File: config.mk
export PLATFORM = sky130hd
export DESIGN_NAME = ctl_decode_stage_flat
export DESIGN_NICKNAME = d
export VERILOG_FILES = /design/src/rtl/ctl_pkg.sv /design/src/rtl/ctl_decode_stage_if.sv /design/src/rtl/ctl_decode_comb.sv /design/src/rtl/ctl_decode_stage.sv /design/src/flat_wrapper.sv
export SDC_FILE = /design/constraint.sdc
export NUM_CORES = 1
export LEC_CHECK = 0
export ABC_AREA = 0
export CORE_MARGIN = 8
export CORE_UTILIZATION = 44
export CTS_CLUSTER_SIZE = 25
export DETAILED_ROUTE_END_ITERATION = 6
export PLACE_DENSITY = 0.8
export SLEW_MARGIN = 20
export SYNTH_ARGS = -nofsm -noshare
export SYNTH_HDL_FRONTEND = slang
export SYNTH_SLANG_ARGS = --single-unit
File: constraint.sdc
create_clock -name clk -period 2.6 [get_ports clk]
set_clock_uncertainty 0.05 [all_clocks]
set_input_delay 0.39 -clock clk [delete_from_list [all_inputs] [get_ports clk]]
set_output_delay 0.39 -clock clk [all_outputs]
set_load 0.03 [all_outputs]
File: src/rtl/ctl_pkg.sv
// Shared types and constants for the rv32 decode control stage: opcodes, ALU codes,
// selector enums and the registered control bundle.
package ctl_pkg;

  localparam logic [6:0] OpcLui    = 7'b0110111;
  localparam logic [6:0] OpcAuipc  = 7'b0010111;
  localparam logic [6:0] OpcJal    = 7'b1101111;
  localparam logic [6:0] OpcJalr   = 7'b1100111;
  localparam logic [6:0] OpcBranch = 7'b1100011;
  localparam logic [6:0] OpcLoad   = 7'b0000011;
  localparam logic [6:0] OpcStore  = 7'b0100011;
  localparam logic [6:0] OpcOpImm  = 7'b0010011;
  localparam logic [6:0] OpcOp     = 7'b0110011;

  localparam logic [6:0] Funct7Mext = 7'b0000001;

  localparam logic [4:0] AluAnd   = 5'b00000;
  localparam logic [4:0] AluOr    = 5'b00001;
  localparam logic [4:0] AluAdd   = 5'b00010;
  localparam logic [4:0] AluXor   = 5'b00011;
  localparam logic [4:0] AluSll   = 5'b00100;
  localparam logic [4:0] AluSrl   = 5'b00101;
  localparam logic [4:0] AluSub   = 5'b00110;
  localparam logic [4:0] AluSra   = 5'b00111;
  localparam logic [4:0] AluSlt   = 5'b01000;
  localparam logic [4:0] AluPassB = 5'b01001;
  localparam logic [4:0] AluSltu  = 5'b01010;
  // MUL..REMU occupy 10000..10111, indexed by funct3.
  localparam logic [4:0] AluMul   = 5'b10000;

  typedef enum logic [2:0] {
    ImmNone = 3'd0,
    ImmI    = 3'd1,
    ImmS    = 3'd2,
    ImmB    = 3'd3,
    ImmU    = 3'd4,
    ImmJ    = 3'd5
  } imm_sel_e;

  typedef enum logic [1:0] {
    PcPlus4  = 2'd0,
    PcBranch = 2'd1,
    PcJump   = 2'd2
  } pc_sel_e;

  typedef enum logic [1:0] {
    WbMem = 2'd0,
    WbAlu = 2'd1,
    WbPc4 = 2'd2
  } wb_sel_e;

  typedef struct packed {
    logic       a_sel;
    logic       b_sel;
    logic [4:0] alu_sel;
    logic       mem_wr;
    logic       mem_rd;
    logic       reg_wen;
    imm_sel_e   imm_sel;
    logic       br_un;
    pc_sel_e    pc_sel;
    wb_sel_e    wb_sel;
    logic       illegal;
  } ctl_bundle_t;

  // funct7[5] selects SUB only for register-register ops; SRA/SRAI use it in both forms.
  function automatic logic [4:0] alu_from_funct(input logic [2:0] funct3, input logic f7b5,
                                                input logic is_op);
    logic [4:0] code;
    case (funct3)
      3'b000:  code = (is_op && f7b5) ? AluSub : AluAdd;
      3'b001:  code = AluSll;
      3'b010:  code = AluSlt;
      3'b011:  code = AluSltu;
      3'b100:  code = AluXor;
      3'b101:  code = f7b5 ? AluSra : AluSrl;
      3'b110:  code = AluOr;
      default: code = AluAnd;
    endcase
    return code;
  endfunction

endpackage

File: src/rtl/ctl_decode_stage_if.sv
// Fetch-side and execute-side handshake plus control bundle of the decode stage.
interface ctl_decode_stage_if #(
  parameter int unsigned ALU_W = 5
);
  logic                 in_valid;
  logic                 in_ready;
  logic [31:0]          in_instr;
  logic [31:0]          in_pc;
  logic                 flush;
  logic                 out_valid;
  logic                 out_ready;
  logic [31:0]          out_pc;
  logic [31:0]          out_instr;
  logic                 a_sel;
  logic                 b_sel;
  logic [ALU_W-1:0]     alu_sel;
  logic                 mem_wr;
  logic                 mem_rd;
  logic                 reg_wen;
  ctl_pkg::imm_sel_e    imm_sel;
  logic                 br_un;
  ctl_pkg::pc_sel_e     pc_sel;
  ctl_pkg::wb_sel_e     wb_sel;
  logic                 illegal;

  modport master (
    output in_valid, in_instr, in_pc, flush, out_ready,
    input  in_ready, out_valid, out_pc, out_instr, a_sel, b_sel, alu_sel, mem_wr, mem_rd,
           reg_wen, imm_sel, br_un, pc_sel, wb_sel, illegal
  );

  modport slave (
    input  in_valid, in_instr, in_pc, flush, out_ready,
    output in_ready, out_valid, out_pc, out_instr, a_sel, b_sel, alu_sel, mem_wr, mem_rd,
           reg_wen, imm_sel, br_un, pc_sel, wb_sel, illegal
  );
endinterface

File: src/rtl/ctl_decode_comb.sv
// Pure combinational RV32I(+M) instruction to execute-control bundle decoder.
module ctl_decode_comb
  import ctl_pkg::*;
#(
  parameter bit M_EXT = 1'b0
) (
  input  logic [31:0] i_instr,
  output ctl_bundle_t o_bundle
);

  logic [6:0]  w_opcode;
  logic [4:0]  w_rd;
  logic [2:0]  w_funct3;
  logic [6:0]  w_funct7;
  logic        w_ill;
  ctl_bundle_t w_bundle;
  logic        w_unused;

  assign w_opcode = i_instr[6:0];
  assign w_rd     = i_instr[11:7];
  assign w_funct3 = i_instr[14:12];
  assign w_funct7 = i_instr[31:25];
  assign w_unused = ^i_instr[24:15];

  always_comb begin
    w_bundle = '0;
    w_ill    = 1'b0;
    case (w_opcode)
      OpcLui: begin
        w_bundle.b_sel = 1'b1; w_bundle.alu_sel = AluPassB; w_bundle.imm_sel = ImmU;
        w_bundle.wb_sel = WbAlu; w_bundle.reg_wen = 1'b1;
      end
      OpcAuipc: begin
        w_bundle.a_sel = 1'b1; w_bundle.b_sel = 1'b1; w_bundle.alu_sel = AluAdd;
        w_bundle.imm_sel = ImmU; w_bundle.wb_sel = WbAlu; w_bundle.reg_wen = 1'b1;
      end
      OpcJal: begin
        w_bundle.a_sel = 1'b1; w_bundle.b_sel = 1'b1; w_bundle.alu_sel = AluAdd;
        w_bundle.imm_sel = ImmJ; w_bundle.pc_sel = PcJump; w_bundle.wb_sel = WbPc4;
        w_bundle.reg_wen = 1'b1;
      end
      OpcJalr: begin
        w_bundle.b_sel = 1'b1; w_bundle.alu_sel = AluAdd; w_bundle.imm_sel = ImmI;
        w_bundle.pc_sel = PcJump; w_bundle.wb_sel = WbPc4; w_bundle.reg_wen = 1'b1;
      end
      OpcBranch: begin
        w_bundle.a_sel = 1'b1; w_bundle.b_sel = 1'b1; w_bundle.alu_sel = AluAdd;
        w_bundle.imm_sel = ImmB; w_bundle.pc_sel = PcBranch; w_bundle.br_un = w_funct3[1];
        w_ill = (w_funct3[2:1] == 2'b01);
      end
      OpcLoad: begin
        w_bundle.b_sel = 1'b1; w_bundle.alu_sel = AluAdd; w_bundle.imm_sel = ImmI;
        w_bundle.mem_rd = 1'b1; w_bundle.wb_sel = WbMem; w_bundle.reg_wen = 1'b1;
      end
      OpcStore: begin
        w_bundle.b_sel = 1'b1; w_bundle.alu_sel = AluAdd; w_bundle.imm_sel = ImmS;
        w_bundle.mem_wr = 1'b1;
      end
      OpcOpImm: begin
        w_bundle.b_sel = 1'b1; w_bundle.imm_sel = ImmI; w_bundle.wb_sel = WbAlu;
        w_bundle.reg_wen = 1'b1;
        w_bundle.alu_sel = alu_from_funct(w_funct3, w_funct7[5], 1'b0);
      end
      OpcOp: begin
        w_bundle.wb_sel = WbAlu; w_bundle.reg_wen = 1'b1;
        if (w_funct7 == Funct7Mext) begin
          w_bundle.alu_sel = AluMul | {2'b00, w_funct3};
          w_ill = !M_EXT;
        end else begin
          w_bundle.alu_sel = alu_from_funct(w_funct3, w_funct7[5], 1'b1);
        end
      end
      default: w_ill = 1'b1;
    endcase
    if (w_rd == 5'd0) w_bundle.reg_wen = 1'b0;
    // Illegal bundles carry no side effects downstream.
    if (w_ill) begin
      w_bundle         = '0;
      w_bundle.illegal = 1'b1;
    end
  end

  assign o_bundle = w_bundle;

endmodule

File: src/rtl/ctl_decode_stage.sv
// Registered decode stage: valid/ready on both sides, flush, and load-use bubble insertion.
module ctl_decode_stage
  import ctl_pkg::*;
#(
  parameter bit          M_EXT     = 1'b0,
  parameter bit          HAZARD_EN = 1'b1,
  parameter int unsigned ALU_W     = 5
) (
  input  logic                clk,
  input  logic                rst_n,
  ctl_decode_stage_if.slave   bus
);

  ctl_bundle_t w_dec;
  ctl_bundle_t r_bundle;
  logic        r_valid;
  logic [31:0] r_pc;
  logic [31:0] r_instr;

  logic [6:0]  w_in_opc;
  logic [4:0]  w_rd_held;
  logic        w_uses_rs1;
  logic        w_uses_rs2;
  logic        w_hazard;
  logic        w_in_ready;
  logic        w_accept;
  logic        w_out_fire;

  ctl_decode_comb #(
    .M_EXT (M_EXT)
  ) u_decode (
    .i_instr  (bus.in_instr),
    .o_bundle (w_dec)
  );

  assign w_in_opc   = bus.in_instr[6:0];
  assign w_rd_held  = r_instr[11:7];
  assign w_uses_rs1 = !(w_in_opc inside {OpcLui, OpcAuipc, OpcJal});
  assign w_uses_rs2 = w_in_opc inside {OpcOp, OpcStore, OpcBranch};

  // A dependent instruction waits one cycle behind a held load so it never sees stale data.
  assign w_hazard = HAZARD_EN && r_valid && r_bundle.mem_rd && (w_rd_held != 5'd0) &&
                    bus.in_valid &&
                    ((w_uses_rs1 && (bus.in_instr[19:15] == w_rd_held)) ||
                     (w_uses_rs2 && (bus.in_instr[24:20] == w_rd_held)));

  assign w_in_ready = (!r_valid || bus.out_ready) && !w_hazard && !bus.flush;
  assign w_accept   = bus.in_valid && w_in_ready;
  assign w_out_fire = r_valid && bus.out_ready;

  always_ff @(posedge clk or negedge rst_n) begin
    if (!rst_n) begin
      r_valid  <= 1'b0;
      r_bundle <= '0;
      r_pc     <= '0;
      r_instr  <= '0;
    end else if (bus.flush) begin
      r_valid <= 1'b0;
    end else if (w_accept) begin
      r_valid  <= 1'b1;
      r_bundle <= w_dec;
      r_pc     <= bus.in_pc;
      r_instr  <= bus.in_instr;
    end else if (w_out_fire) begin
      r_valid <= 1'b0;
    end
  end

  assign bus.in_ready  = w_in_ready;
  assign bus.out_valid = r_valid;
  assign bus.out_pc    = r_pc;
  assign bus.out_instr = r_instr;
  assign bus.a_sel     = r_bundle.a_sel;
  assign bus.b_sel     = r_bundle.b_sel;
  assign bus.alu_sel   = ALU_W'(r_bundle.alu_sel);
  assign bus.mem_wr    = r_bundle.mem_wr;
  assign bus.mem_rd    = r_bundle.mem_rd;
  assign bus.reg_wen   = r_bundle.reg_wen;
  assign bus.imm_sel   = r_bundle.imm_sel;
  assign bus.br_un     = r_bundle.br_un;
  assign bus.pc_sel    = r_bundle.pc_sel;
  assign bus.wb_sel    = r_bundle.wb_sel;
  assign bus.illegal   = r_bundle.illegal;

endmodule

File: src/flat_wrapper.sv
// flat-port wrapper written by rule: the top's interface ports become plain ports
module ctl_decode_stage_flat import ctl_pkg::*;
#(
  parameter bit          M_EXT     = 1'b0,
  parameter bit          HAZARD_EN = 1'b1,
  parameter int unsigned ALU_W     = 5
)
  (clk, rst_n, bus_in_valid, bus_in_instr, bus_in_pc, bus_flush, bus_out_ready, bus_in_ready, bus_out_valid, bus_out_pc, bus_out_instr, bus_a_sel, bus_b_sel, bus_alu_sel, bus_mem_wr, bus_mem_rd, bus_reg_wen, bus_imm_sel, bus_br_un, bus_pc_sel, bus_wb_sel, bus_illegal);
  ctl_decode_stage_if #(.ALU_W(ALU_W)) bus_i ();
  input  logic clk;
  input  logic rst_n;
  input wire logic [$bits(bus_i.in_valid)-1:0] bus_in_valid;
  input wire logic [$bits(bus_i.in_instr)-1:0] bus_in_instr;
  input wire logic [$bits(bus_i.in_pc)-1:0] bus_in_pc;
  input wire logic [$bits(bus_i.flush)-1:0] bus_flush;
  input wire logic [$bits(bus_i.out_ready)-1:0] bus_out_ready;
  output wire logic [$bits(bus_i.in_ready)-1:0] bus_in_ready;
  output wire logic [$bits(bus_i.out_valid)-1:0] bus_out_valid;
  output wire logic [$bits(bus_i.out_pc)-1:0] bus_out_pc;
  output wire logic [$bits(bus_i.out_instr)-1:0] bus_out_instr;
  output wire logic [$bits(bus_i.a_sel)-1:0] bus_a_sel;
  output wire logic [$bits(bus_i.b_sel)-1:0] bus_b_sel;
  output wire logic [$bits(bus_i.alu_sel)-1:0] bus_alu_sel;
  output wire logic [$bits(bus_i.mem_wr)-1:0] bus_mem_wr;
  output wire logic [$bits(bus_i.mem_rd)-1:0] bus_mem_rd;
  output wire logic [$bits(bus_i.reg_wen)-1:0] bus_reg_wen;
  output wire logic [$bits(bus_i.imm_sel)-1:0] bus_imm_sel;
  output wire logic [$bits(bus_i.br_un)-1:0] bus_br_un;
  output wire logic [$bits(bus_i.pc_sel)-1:0] bus_pc_sel;
  output wire logic [$bits(bus_i.wb_sel)-1:0] bus_wb_sel;
  output wire logic [$bits(bus_i.illegal)-1:0] bus_illegal;
  assign bus_i.in_valid = bus_in_valid;
  assign bus_i.in_instr = bus_in_instr;
  assign bus_i.in_pc = bus_in_pc;
  assign bus_i.flush = bus_flush;
  assign bus_i.out_ready = bus_out_ready;
  assign bus_in_ready = bus_i.in_ready;
  assign bus_out_valid = bus_i.out_valid;
  assign bus_out_pc = bus_i.out_pc;
  assign bus_out_instr = bus_i.out_instr;
  assign bus_a_sel = bus_i.a_sel;
  assign bus_b_sel = bus_i.b_sel;
  assign bus_alu_sel = bus_i.alu_sel;
  assign bus_mem_wr = bus_i.mem_wr;
  assign bus_mem_rd = bus_i.mem_rd;
  assign bus_reg_wen = bus_i.reg_wen;
  assign bus_imm_sel = bus_i.imm_sel;
  assign bus_br_un = bus_i.br_un;
  assign bus_pc_sel = bus_i.pc_sel;
  assign bus_wb_sel = bus_i.wb_sel;
  assign bus_illegal = bus_i.illegal;
  ctl_decode_stage #(.M_EXT(M_EXT), .HAZARD_EN(HAZARD_EN), .ALU_W(ALU_W)) u_core (.clk(clk), .rst_n(rst_n), .bus(bus_i));
endmodule
==> impl_results.md <==
* Fin. max-slew vios at 0
* Drt first pass iters at 4
* Fill cells at 664
* Synthesized instance count at 279
* Critical Path Source: bus_in_instr[6]
* DR DRC count at 0
* Minimum clock period at 2.589 ns
* ANT nets after route at 0
* Clock power share at 23.8%
* Syn nets at 348
* Via count at 2,997
* Warnings, synthesis at 0
* Peak Freq at 386.2 MHz
* Critical setup path kind: input pin to primary output
* Final WL at 11,490 um
* Yosys cell types at 47
* Worst-path fanout max at 12
* Status: finished clean
* FF-to-FF path depth at 8
* Initial antenna violation count at 0
* Maximum vdd ir drop at 0.0004192 V
* Final core occ at 69.24%
* GRT overflow at 0
* Fin Hold WS at 0.4481 ns
* CP endpoint: bus_in_ready
* Most common cell after layout, fill and taps aside: clkdlybuf4s50_1
* Finished Layout Cells at 591
* Total track usage at 17.66%
* RSZ-0062 raised after global routing: true
* Post-synth EDFFs at 0
* Worst path arrival time at 2.15 ns
* Sequential power share at 40.0%
* H-tree depth at 3
* Vias in the first global route at 3,276
* Placed insts at 564
* Top-Level Pins at 154
* Hpwl dp at 8413 um
* Max cap viols at 0
* CP startpoint kind: input pin
* Final Instance Area at 0.006307 sq mm
* Setup violations, final at 0
* Avg WL per Cell at 19.44 um
* Hold Crit Class: register to register
* CTS buffer count at 9
* Most frequent cells in the layout: 149 x clkdlybuf4s50_1, 84 x dfrtp_1, 70 x mux2_4
* # clock sinks at 84
* Root Driver: clkbuf_8
* Initial Utilization at 44.89%
* Sw Pwr at 1282 uW
* Row cnt at 35
* Mean post-synth cell area at 14.66 sq um
* Layout area overhead at 54.25%
* Combinational share of power at 36.2%
* Post-Syn Area at 0.004089 sq mm
* Final hold violations at 0
* Async SR Flop Fraction at 100.0%
* Critical Path RT at 2.16 ns
* Clock Path Buffers at 2
* First-pass GRT wire length at 17,930 um
* Worst reg2reg startpoint: u_core.bus.out_instr[7]
* Later-pin clock latency in the skew report at 0.35 ns
* Leak Pwr at 0.002795 uW
* Switching part of the total at 32.18%
* Drt first-iter violations at 195
* CTS tree: built
* R2R Setup Slk at 0.03 ns
* Vias per cell at 5.071
* Share of cells above drive strength 1 at 31.46%
* Critical R2R Capture: u_core.bus.imm_sel[1]
* Sequential area share after synthesis at 51.41%
* Die ar. at 0.01263 sq mm
* Height of the chip at 112.4 um
* Synth Flop Type: dfrtp_1
* Nets at 544
* Placed cell area at 0.005899 sq mm
* Number of port buffers at 153
* Core Footprint at 0.009109 sq mm
* Largest net degree at the start of global routing at 45
* RePlAce Congestion at 0.8318
* Reg clk slew, reported paths at 0.08 ns
* Worst-Margin Slew at 0.5782 ns
* Fin crit share at 99.58%
* Pwr/cell area at 631.7 mW/mm^2
* Slew margin rel. at 61.45%
* Int Power at 2702 uW
* Die X-Extent at 112.4 um
* Register bit total from synthesis at 84
* Reg area at 0.002102 sq mm
* Multi-input gate area at 0.001849 sq mm
* Endpoint type of the worst setup path: primary output
* Ant diodes at 0
==> cells by family (layout without fill, tap and decap cells) <==
group                  count (synthesis)  count (layout)  share of synthesized area (%)
AND/OR/NAND/NOR                       64              64                          9.119
buffers and inverters                 20             221                          4.835
AO/OA/AOI/OAI                         19              19                          3.550
multiplexers                          82              82                          28.95
XOR/XNOR                              10              10                          2.142
flip-flops                            84              84                          51.41
==> worst max-delay path: stages <==
cell and delay, ns:
clkdlybuf4s50_1 0.44, buf_4 0.20, nand4b_1 0.12, a21oi_2 0.08
or4_4 0.57, o41ai_4 0.08, nor3b_2 0.08, buf_4 0.18
==> through the flow <==
| step | setup TNS, ns | power, uW | setup WS, ns |
|---|---|---|---|
| after global placement | -18.60 | 3008 | -0.3073 |
| final | 0 | 3984 | 0.01092 |
| after global routing | -0.7881 | 4153 | -0.05231 |
| after detailed placement | -26.37 | 3032 | -0.4069 |
| after floorplan | 0 | 2393 | 0.1370 |
| after CTS | -0.01257 | 4003 | -0.01257 |
==> worst min path at each step <==
stage | from | endpoint | cells past startpoint | slack (ns)
2_1_floorplan | rst_n | u_core.bus.a_sel | 0 | 0.04
3_5_place_dp | rst_n | u_core.bus.out_instr[17] | 1 | 0.38
4_1_cts | u_core.bus.imm_sel[0] | u_core.bus.imm_sel[0] | 1 | 0.45
5_1_grt | bus_in_instr[4] | u_core.bus.out_instr[4] | 3 | 0.46
6_report | u_core.bus.imm_sel[0] | u_core.bus.imm_sel[0] | 1 | 0.45
3_3_place_gp | rst_n | u_core.bus.out_instr[23] | 1 | 0.38
==> Yosys cell counts, types with 2 or more instances <==
master	count	share of area (%)
nor4_1	3	0.46
mux2_2	9	2.5
mux2_4	70	26
o21ai_0	2	0.24
a31oi_1	3	0.46
nand3_1	5	0.61
a21oi_1	2	0.24
dfrtp_1	84	51
xnor2_1	8	1.7
clkbuf_1	4	0.37
mux2i_1	2	0.49
inv_1	7	0.64
nand4_1	2	0.31
buf_12	7	3.4
a211oi_1	2	0.37
o221ai_1	2	0.43
or4_1	3	0.55
nor2b_1	3	0.46
nor3_1	9	1.1
nand4b_1	2	0.43
nor2_1	10	0.92
xor2_1	2	0.43
nand2b_1	4	0.61
nand2_1	11	1.0
==> power by group through the flow <==
stage                     Combinational [uW]  Clock, uW  Sequential, uW
after floorplan                          412          0            1980
after global placement                  1400          0            1610
after detailed placement                1420          0            1620
after CTS                               1430        978            1600
after global routing                    1510       1020            1620
final                                   1440        948            1590
==> state kept, by name, indices dropped and copies added (netlist names), 2 cells and up <==
name,count
u_core.bus.out_pc,32
u_core.bus.alu_sel,5
u_core.bus.imm_sel,3
u_core.bus.wb_sel,2
u_core.bus.out_instr,32
u_core.bus.pc_sel,2
==> per-layer routing <==
| layer | part of all wire (%) | routed length, um | vias up | track usage [%] |
|---|---|---|---|---|
| met4 | 1.0 | 116 | 0 | 4.766 |
| met5 | 0 | 0 | - | 0 |
| met3 | 5.5 | 631 | 8 | 4.724 |
| li1 | - | - | 1405 | - |
| met2 | 50 | 5706 | 99 | 29.79 |
| met1 | 44 | 5034 | 1485 | 21.81 |
==> repair_timing <==
item,CTS,global route
resized for setup,9,5
cloned,0,4
setup buffers,4,3
setup endpoints to repair,17,50
pin swaps,7,6
hold endpoints to repair,11,0
hold buffers,1,0
==> area by class of cell <==
class	count	share of cell area, %
Clock buffer	10	2.182
Tap cell	111	2.202
Inverter	7	0.4166
Sequential cell	84	33.33
Clock inverter	6	1.012
Multi-Input combinational cell	175	29.32
Timing Repair Buffer	198	31.54
No activity file was read; power rests on OpenSTA's default activity.
